<file path="config.mk">
export PLATFORM = sky130hd
export DESIGN_NAME = fifo_rr_arbiter
export DESIGN_NICKNAME = d
export VERILOG_FILES = /design/src/rtl/fifo_arb_pkg.sv /design/src/rtl/fifo_rr_arbiter_rr_grant.sv /design/src/rtl/fifo_rr_arbiter.sv
export SDC_FILE = /design/constraint.sdc
export NUM_CORES = 1
export LEC_CHECK = 0
export ABC_AREA = 1
export BUFFER_PORTS_ARGS = -buffer_cell sky130_fd_sc_hd__buf_2
export CAP_MARGIN = 5
export CORE_MARGIN = 2
export CORE_UTILIZATION = 45
export CTS_BUF_LIST = sky130_fd_sc_hd__clkbuf_2
export DETAILED_ROUTE_END_ITERATION = 10
export PLACE_DENSITY = 0.78
export SLEW_MARGIN = 15
export SYNTH_ARGS = -nofsm -noshare
export SYNTH_HDL_FRONTEND = slang
export SYNTH_HIERARCHICAL = 1
export SYNTH_SLANG_ARGS = --single-unit
</file>
<file path="constraint.sdc">
create_clock -name clk -period 1.53 [get_ports clk]
set_input_delay 0.306 -clock clk [delete_from_list [all_inputs] [get_ports clk]]
set_output_delay 0.306 -clock clk [all_outputs]
set_load 0.02 [all_outputs]
</file>
<file path="src/rtl/fifo_arb_pkg.sv">
// Shared state encoding and grant search for the channel-drain arbiter.
package fifo_arb_pkg;

    localparam int STATE_W = 5;

    localparam logic [STATE_W-1:0] ST_INIT   = 5'b00001;
    localparam logic [STATE_W-1:0] ST_IDLE   = 5'b00010;
    localparam logic [STATE_W-1:0] ST_ACTIVE = 5'b00100;
    localparam logic [STATE_W-1:0] ST_PAUSE  = 5'b01000;
    localparam logic [STATE_W-1:0] ST_ERROR  = 5'b10000;

    localparam int MAX_CH   = 8;
    localparam int MAX_CH_W = 3;

    typedef struct packed {
        logic                found;
        logic [MAX_CH_W-1:0] idx;
    } grant_t;

    // First set request scanning cyclically upward from ptr over n channels.
    function automatic grant_t next_grant(
        input logic [MAX_CH-1:0]   req,
        input logic [MAX_CH_W-1:0] ptr,
        input int                  n
    );
        grant_t              g;
        int                  c;
        logic [MAX_CH_W-1:0] c3;
        g = '0;
        for (int k = MAX_CH - 1; k >= 0; k--) begin
            if (k < n) begin
                c  = (int'(ptr) + k) % n;
                c3 = MAX_CH_W'(c);
                if (req[c3]) begin
                    g.found = 1'b1;
                    g.idx   = c3;
                end
            end
        end
        return g;
    endfunction

endpackage

</file>
<file path="src/rtl/fifo_rr_arbiter_rr_grant.sv">
// Cyclic priority finder: first requesting channel at or after ptr_i.
module rr_grant
    import fifo_arb_pkg::*;
#(
    parameter  int NUM_CH = 4,
    localparam int CH_W   = $clog2(NUM_CH)
) (
    input  logic [NUM_CH-1:0] req_i,
    input  logic [CH_W-1:0]   ptr_i,
    output logic              found_o,
    output logic [CH_W-1:0]   idx_o
);

    logic [MAX_CH-1:0]   req_w;
    logic [MAX_CH_W-1:0] ptr_w;
    grant_t              g;

    always_comb begin
        req_w              = '0;
        req_w[NUM_CH-1:0]  = req_i;
        ptr_w              = '0;
        ptr_w[CH_W-1:0]    = ptr_i;
        g                  = next_grant(req_w, ptr_w, NUM_CH);
        found_o            = g.found;
        idx_o              = g.idx[CH_W-1:0];
    end

endmodule

</file>
<file path="src/rtl/fifo_rr_arbiter.sv">
// Drains NUM_CH channel FIFOs into one downstream FIFO, two-cycle pop-to-push.
// Define ARB_STRICT_PRIORITY_EN for fixed lowest-index priority instead of round-robin.
module fifo_rr_arbiter
    import fifo_arb_pkg::*;
#(
    parameter  int NUM_CH = 4,
    parameter  int DATA_W = 8,
    localparam int CH_W   = $clog2(NUM_CH)
) (
    input  logic                     clk,
    input  logic                     rst,
    input  logic                     iniciar,
    input  logic [NUM_CH-1:0]        in_empty,
    input  logic [NUM_CH*DATA_W-1:0] in_data,
    output logic [NUM_CH-1:0]        in_pop,
    input  logic                     out_almost_full,
    input  logic                     out_full,
    output logic                     out_push,
    output logic [DATA_W-1:0]        out_data,
    output logic [CH_W-1:0]          out_ch,
    output logic                     idle,
    output logic                     pausa,
    output logic                     error_full
);

    logic [STATE_W-1:0] state_q, state_d;
    logic               v1_q;
    logic [CH_W-1:0]    g1_q;
    logic               push_q;
    logic [DATA_W-1:0]  data_q;
    logic [CH_W-1:0]    ch_q;

    logic [NUM_CH-1:0]  req;
    logic               any_req;
    logic               gnt_found;
    logic [CH_W-1:0]    gnt_idx;
    logic               gnt;
    logic [DATA_W-1:0]  ch_data [NUM_CH];

    for (genvar i = 0; i < NUM_CH; i++) begin : g_unpack
        assign ch_data[i] = in_data[i*DATA_W +: DATA_W];
    end

    assign req     = ~in_empty;
    assign any_req = |req;

`ifdef ARB_STRICT_PRIORITY_EN
    grant_t             sg;
    logic [MAX_CH-1:0]  sreq;

    always_comb begin
        sreq             = '0;
        sreq[NUM_CH-1:0] = req;
        sg               = next_grant(sreq, '0, NUM_CH);
        gnt_found        = sg.found;
        gnt_idx          = sg.idx[CH_W-1:0];
    end
`else
    logic [CH_W-1:0] ptr_q, ptr_d;

    rr_grant #(.NUM_CH(NUM_CH)) u_grant (
        .req_i   (req),
        .ptr_i   (ptr_q),
        .found_o (gnt_found),
        .idx_o   (gnt_idx)
    );

    always_comb begin
        ptr_d = ptr_q;
        if (gnt) begin
            ptr_d = (gnt_idx == CH_W'(NUM_CH - 1)) ? '0 : gnt_idx + 1'b1;
        end
    end

    always_ff @(posedge clk) begin
        if (rst) begin
            ptr_q <= '0;
        end else begin
            ptr_q <= ptr_d;
        end
    end
`endif

    assign gnt = (state_q == ST_ACTIVE) && !out_almost_full
              && !out_full && gnt_found;

    always_comb begin
        in_pop = '0;
        if (gnt && !rst) begin
            in_pop[gnt_idx] = 1'b1;
        end
    end

    // full beats almost_full, which beats empty
    always_comb begin
        state_d = state_q;
        unique case (state_q)
            ST_INIT:   if (iniciar) state_d = ST_IDLE;
            ST_IDLE:   if (any_req) state_d = ST_ACTIVE;
            ST_ACTIVE: begin
                if (out_full)             state_d = ST_ERROR;
                else if (out_almost_full) state_d = ST_PAUSE;
                else if (!any_req)        state_d = ST_IDLE;
            end
            ST_PAUSE: begin
                if (out_full)              state_d = ST_ERROR;
                else if (!out_almost_full) state_d = any_req ? ST_ACTIVE : ST_IDLE;
            end
            ST_ERROR:  state_d = ST_ERROR;
            default:   state_d = ST_INIT;
        endcase
    end

    always_ff @(posedge clk) begin
        if (rst) begin
            state_q <= ST_INIT;
            v1_q    <= 1'b0;
            g1_q    <= '0;
            push_q  <= 1'b0;
            data_q  <= '0;
            ch_q    <= '0;
        end else begin
            state_q <= state_d;
            if (state_d == ST_ERROR) begin
                v1_q   <= 1'b0;
                push_q <= 1'b0;
            end else begin
                v1_q   <= gnt;
                push_q <= v1_q;
            end
            if (gnt) begin
                g1_q <= gnt_idx;
            end
            if (v1_q) begin
                data_q <= ch_data[g1_q];
                ch_q   <= g1_q;
            end
        end
    end

    // a push colliding with full is dropped
    assign out_push   = push_q && !out_full;
    assign out_data   = data_q;
    assign out_ch     = ch_q;
    assign idle       = (state_q == ST_IDLE);
    assign pausa      = (state_q == ST_PAUSE);
    assign error_full = (state_q == ST_ERROR);

endmodule

</file>
==> flow_results.org <==
** Power
- Static leakage power :: 1.19 nW
- In this run, flip-flops and latches consume 50.7% of the power.
- Net switching is 31.4% of the power.
- Of the total power, combinational logic draws 27.0%.
- Clock group share of total power :: 22.4%
- Dividing total power by cell area gives a power density of 463 nW/um2.
- Cell-internal power :: 0.757 mW
- IR analysis of the VDD net gives a maximum drop of 0.000289 V.
- For this design the total switching power over the nets is 0.347 mW.

** Die
- Starting utilization of the core area :: 47.6%
- The core region is 3080 um2.
- Number of core rows :: 20
- Die Area :: 3730 um2
- Measured along the x axis, the die boundary spans 61.0 um.
- The die is 61.0 um tall.
- Top Ports :: 59

** Min path
- Path type of the worst min-delay path :: in2reg
- Along the worst hold path, the cell count comes to 3.

** Worst setup path
- Walking the worst path, the cells encountered are inv_6 > nand2_2 > nand2_4 > nand2_4 > nand2_2 > nand2_2 > nand2_2 > nand2_2 > nand2_4 > inv_4 > ha_4 > inv_2 > nor2_4 > buf_6.
- STA classifies the critical path startpoint as a flop.
- Cell seen most often among critical-path stages :: sky130_fd_sc_hd__nand2_2
- Kind of critical path :: reg2out
- For the worst setup path, the data required time is 1.22 ns.
- For the worst setup path, the data arrival time is 1.88 ns.
- Reg2Reg Depth :: 14
- STA classifies the critical path endpoint as an output pin.
- Largest driver fanout on the critical path :: 8
- Largest stage delay, worst path :: 0.43 ns
- On the critical path, the stage with the largest delay is an instance of sky130_fd_sc_hd__dfxtp_4.

** Placement
- Weighted congestion at the end of routability-driven global placement :: 0.850
- Number of cells in the design after placement :: 355
- Count of buffers from port buffering :: 58
- Pre-CTS WS :: -0.312 ns
- Half-perimeter wire length after placement :: 2.96 mm

** Detailed routing
- The first routing iteration left 130 violations.
- Detailed-route DRC error count :: 0
- Wire per inst :: 12.6 um
- The routed design has 4.70 mm of wire.
- Remaining number of nets flagged by the antenna check after routing :: 0
- For this run, the detailed router's first-pass iteration total came to 4.
- After detailed routing, the number of vias per cell comes to 5.05.
- Routed vias :: 1883

** Clock network
- CTS built an H-tree with a depth of 1.
- TritonCTS built the clock tree.
- The clock drives 21 sinks.
- Worst-skew pair later-pin latency :: 0.35 ns
- Maximum buffer depth of the clock tree :: 2
- Post-CTS clock slew at the launch and capture registers of the worst setup and hold paths :: 0.22 ns
- Clock tree synthesis selected as its root buffer the cell sky130_fd_sc_hd__clkbuf_2.
- Buffers inserted during clock tree synthesis total 3.

** STA
- For the final routed database, the setup TNS stands at -3.36 ns.
- After layout, the worst setup slack is -0.661 ns.
- Rel. slew slack :: 71.6%
- Worst clock skew on the final layout :: 0.0187 ns
- For this run, the top clock speed supported by timing is 0.457 GHz.
- Final setup violation count :: 11
- The hold violation count in the final report was 0.
- The worst path uses 143% of the clock period.
- Transition at the pin with the smallest max-transition slack :: 0.425 ns
- Final number of max-transition violations :: 0
- Unrepaired setup endpoints after global routing :: true
- Counting I/O delays and the setup requirement, the final critical path takes 2.19 ns.

** Synth
- Of the total synthesized cell area, the portion taken by AND, OR, NAND and NOR gates is 38.8%.
- After synthesis, the share of flip-flops with an asynchronous set or reset is 0%.
- Counting flops and latches in the post-synthesis netlist gives 21.
- The mapped netlist covers 1460 um2.
- In the synthesized netlist, mux cells make up 0% of the area.
- Net count after synthesis :: 284
- For this run, the leading register cell type out of synthesis is sky130_fd_sc_hd__dfxtp_1.
- After Yosys synthesis, XOR and XNOR cells account for 0% of the synthesized area.
- Combinational family with the most area after synthesis :: simple AND/OR/NAND/NOR gates
- Number of instances in the synthesized netlist :: 239
- Each instance of the synthesized netlist takes up on average 6.13 um2.
- During synthesis, Yosys emitted a total of 6 warnings.
- Share of the synthesized area in compound gates (AO/OA/AOI/OAI) :: 16.9%
- Sequential share of the synthesized area :: 28.7%
- Yosys mapped a number of flops with a built-in enable equal to 0.
- The netlist uses 24 different library cells.
- Area share of fa/ha/maj cells after synthesis :: 3.42%

** Global route
- Remaining global-route overflow :: 0
- The first global-routing pass estimated 6.87 mm of wire.
- The via count of the first global-routing pass came to 1695.
- Entering global routing, the biggest net connects 18 pins.
- Antenna violations before repair :: 0
- Global routing consumed, over all layers together, 24.3% of the routing resources.

** Final layout
- The area growth from synthesis to layout is 62.6%.
- Area of combinational cells with multiple inputs :: 1120 um2
- The number of antenna diodes in the final layout is 0.
- In the final layout, flip-flops and latches occupy 433 um2.
- Final cell count without fillers :: 373
- Once layout is complete, the utilization of the core stands at 77.4%.
- Counting the fill cells in the layout gives 233.
- Of the cells placed in the final design, the portion with a size suffix greater than 1 is 51.1%.
- Nets :: 375

** Job
- Max-cap violations in this run came to 0.

** Status
- Run status :: finished with violations
- Failing checks :: setup timing
==> what timing repair did <==
action,CTS,global route
resized for setup,54,33
pin swaps,17,15
setup buffers,9,8
endpoints found under the setup margin,11,14
hold buffers,0,0
==> Yosys cell counts (2+ instances only) <==
master                     number  area share [%]
sky130_fd_sc_hd__nand3_1       14             4.8
sky130_fd_sc_hd__dfxtp_1       21              29
sky130_fd_sc_hd__buf_2          3             1.0
sky130_fd_sc_hd__nand2_2        4             1.7
sky130_fd_sc_hd__clkbuf_1       2            0.51
sky130_fd_sc_hd__ha_1           4             3.4
sky130_fd_sc_hd__or2_2          2            0.85
sky130_fd_sc_hd__nand4_2        2             1.7
sky130_fd_sc_hd__inv_1         32             8.2
sky130_fd_sc_hd__a21oi_1        8             2.7
sky130_fd_sc_hd__o22ai_1        8             3.4
sky130_fd_sc_hd__nand4_1        6             2.6
sky130_fd_sc_hd__o21ai_0       30              10
sky130_fd_sc_hd__nand2_1       40              10
sky130_fd_sc_hd__nor2_1        53              14
sky130_fd_sc_hd__buf_6          2             1.5
==> sequential cells by signal, summed over array words and instances (netlist names) <==
register / flops
push_q: 1
v1_q: 1
state_q: 5
ptr_q: 2
g1_q: 2
out_ch: 2
out_data: 8
==> worst max-delay path: cells and delay by family (launching register included) <==
family	cells	cell delay (ns)
buffers and inverters	4	0.34
AND/OR/NAND/NOR	9	0.62
flip-flops	1	0.43
adder cells (fa/ha/maj)	1	0.15
==> placed cells by master, fill, tap and decap left out, drive strengths merged <==
master	n
ha	4
a211oi	1
dfxtp	21
a21oi	8
nand3	14
nor3	1
inv	33
o22ai	8
clkbuf	3
nand2	44
o21ai	30
nand4	8
and2	2
nor2	55
clkinv	2
or2	2
buf	93
==> path summary, 6_finish.rpt <==
check | start | endpoint | slack, ns
hold reg to reg | g1_q[0] | g1_q[0] | 0.51
setup / recovery | ptr_q[0] | in_pop[0] | -0.66
setup reg to reg | ptr_q[0] | ptr_q[0] | -0.22
hold / removal | out_almost_full | state_q[3] | 0.20
==> power by group through the flow <==
| stage | Combinational [mW] | Sequential [mW] | Clock, mW |
|---|---|---|---|
| global route | 0.324 | 0.560 | 0.275 |
| finish | 0.298 | 0.559 | 0.247 |
| CTS | 0.261 | 0.561 | 0.243 |
| detailed placement | 0.218 | 0.572 | 0 |
| global placement | 0.215 | 0.572 | 0 |
| floorplan | 0.113 | 0.573 | 0 |
==> cell families (layout without fill, tap and decap cells) <==
| kind of cell | Yosys count | after routing |
|---|---|---|
| DFF | 21 | 21 |
| buffers and inverters | 41 | 131 |
| AOI/OAI and AO/OA | 47 | 47 |
| and+or+nand+nor | 126 | 126 |
| adders and majority gates | 4 | 4 |
==> routing by layer <==
metal  track usage, %  wire length (um)
met2             43.3              2380
met3             3.99               284
met4             9.63                61
met5                0                 0
met1             28.9              1970
==> layout make-up <==
| class | count | share of cell area [%] |
|---|---|---|
| flip-flops and latches | 21 | 18.2 |
| clock inverters | 1 | 0.210 |
| repair buffers | 93 | 25.7 |
| inverters | 34 | 5.78 |
| well taps | 44 | 2.31 |
| multi-input cells | 177 | 47.2 |
| clock buffers | 3 | 0.631 |
==> metrics by stage <==
stage	hold slack [ns]	instance area, um2	total power, mW
after floorplan	0.442	1520	0.686
after global placement	0.476	1970	0.787
after detailed placement	0.479	1970	0.790
after CTS	0.183	2240	1.06
after global routing	0.211	2380	1.16
final	0.198	2380	1.10
Note: power is estimated with default switching activity, not from simulation.
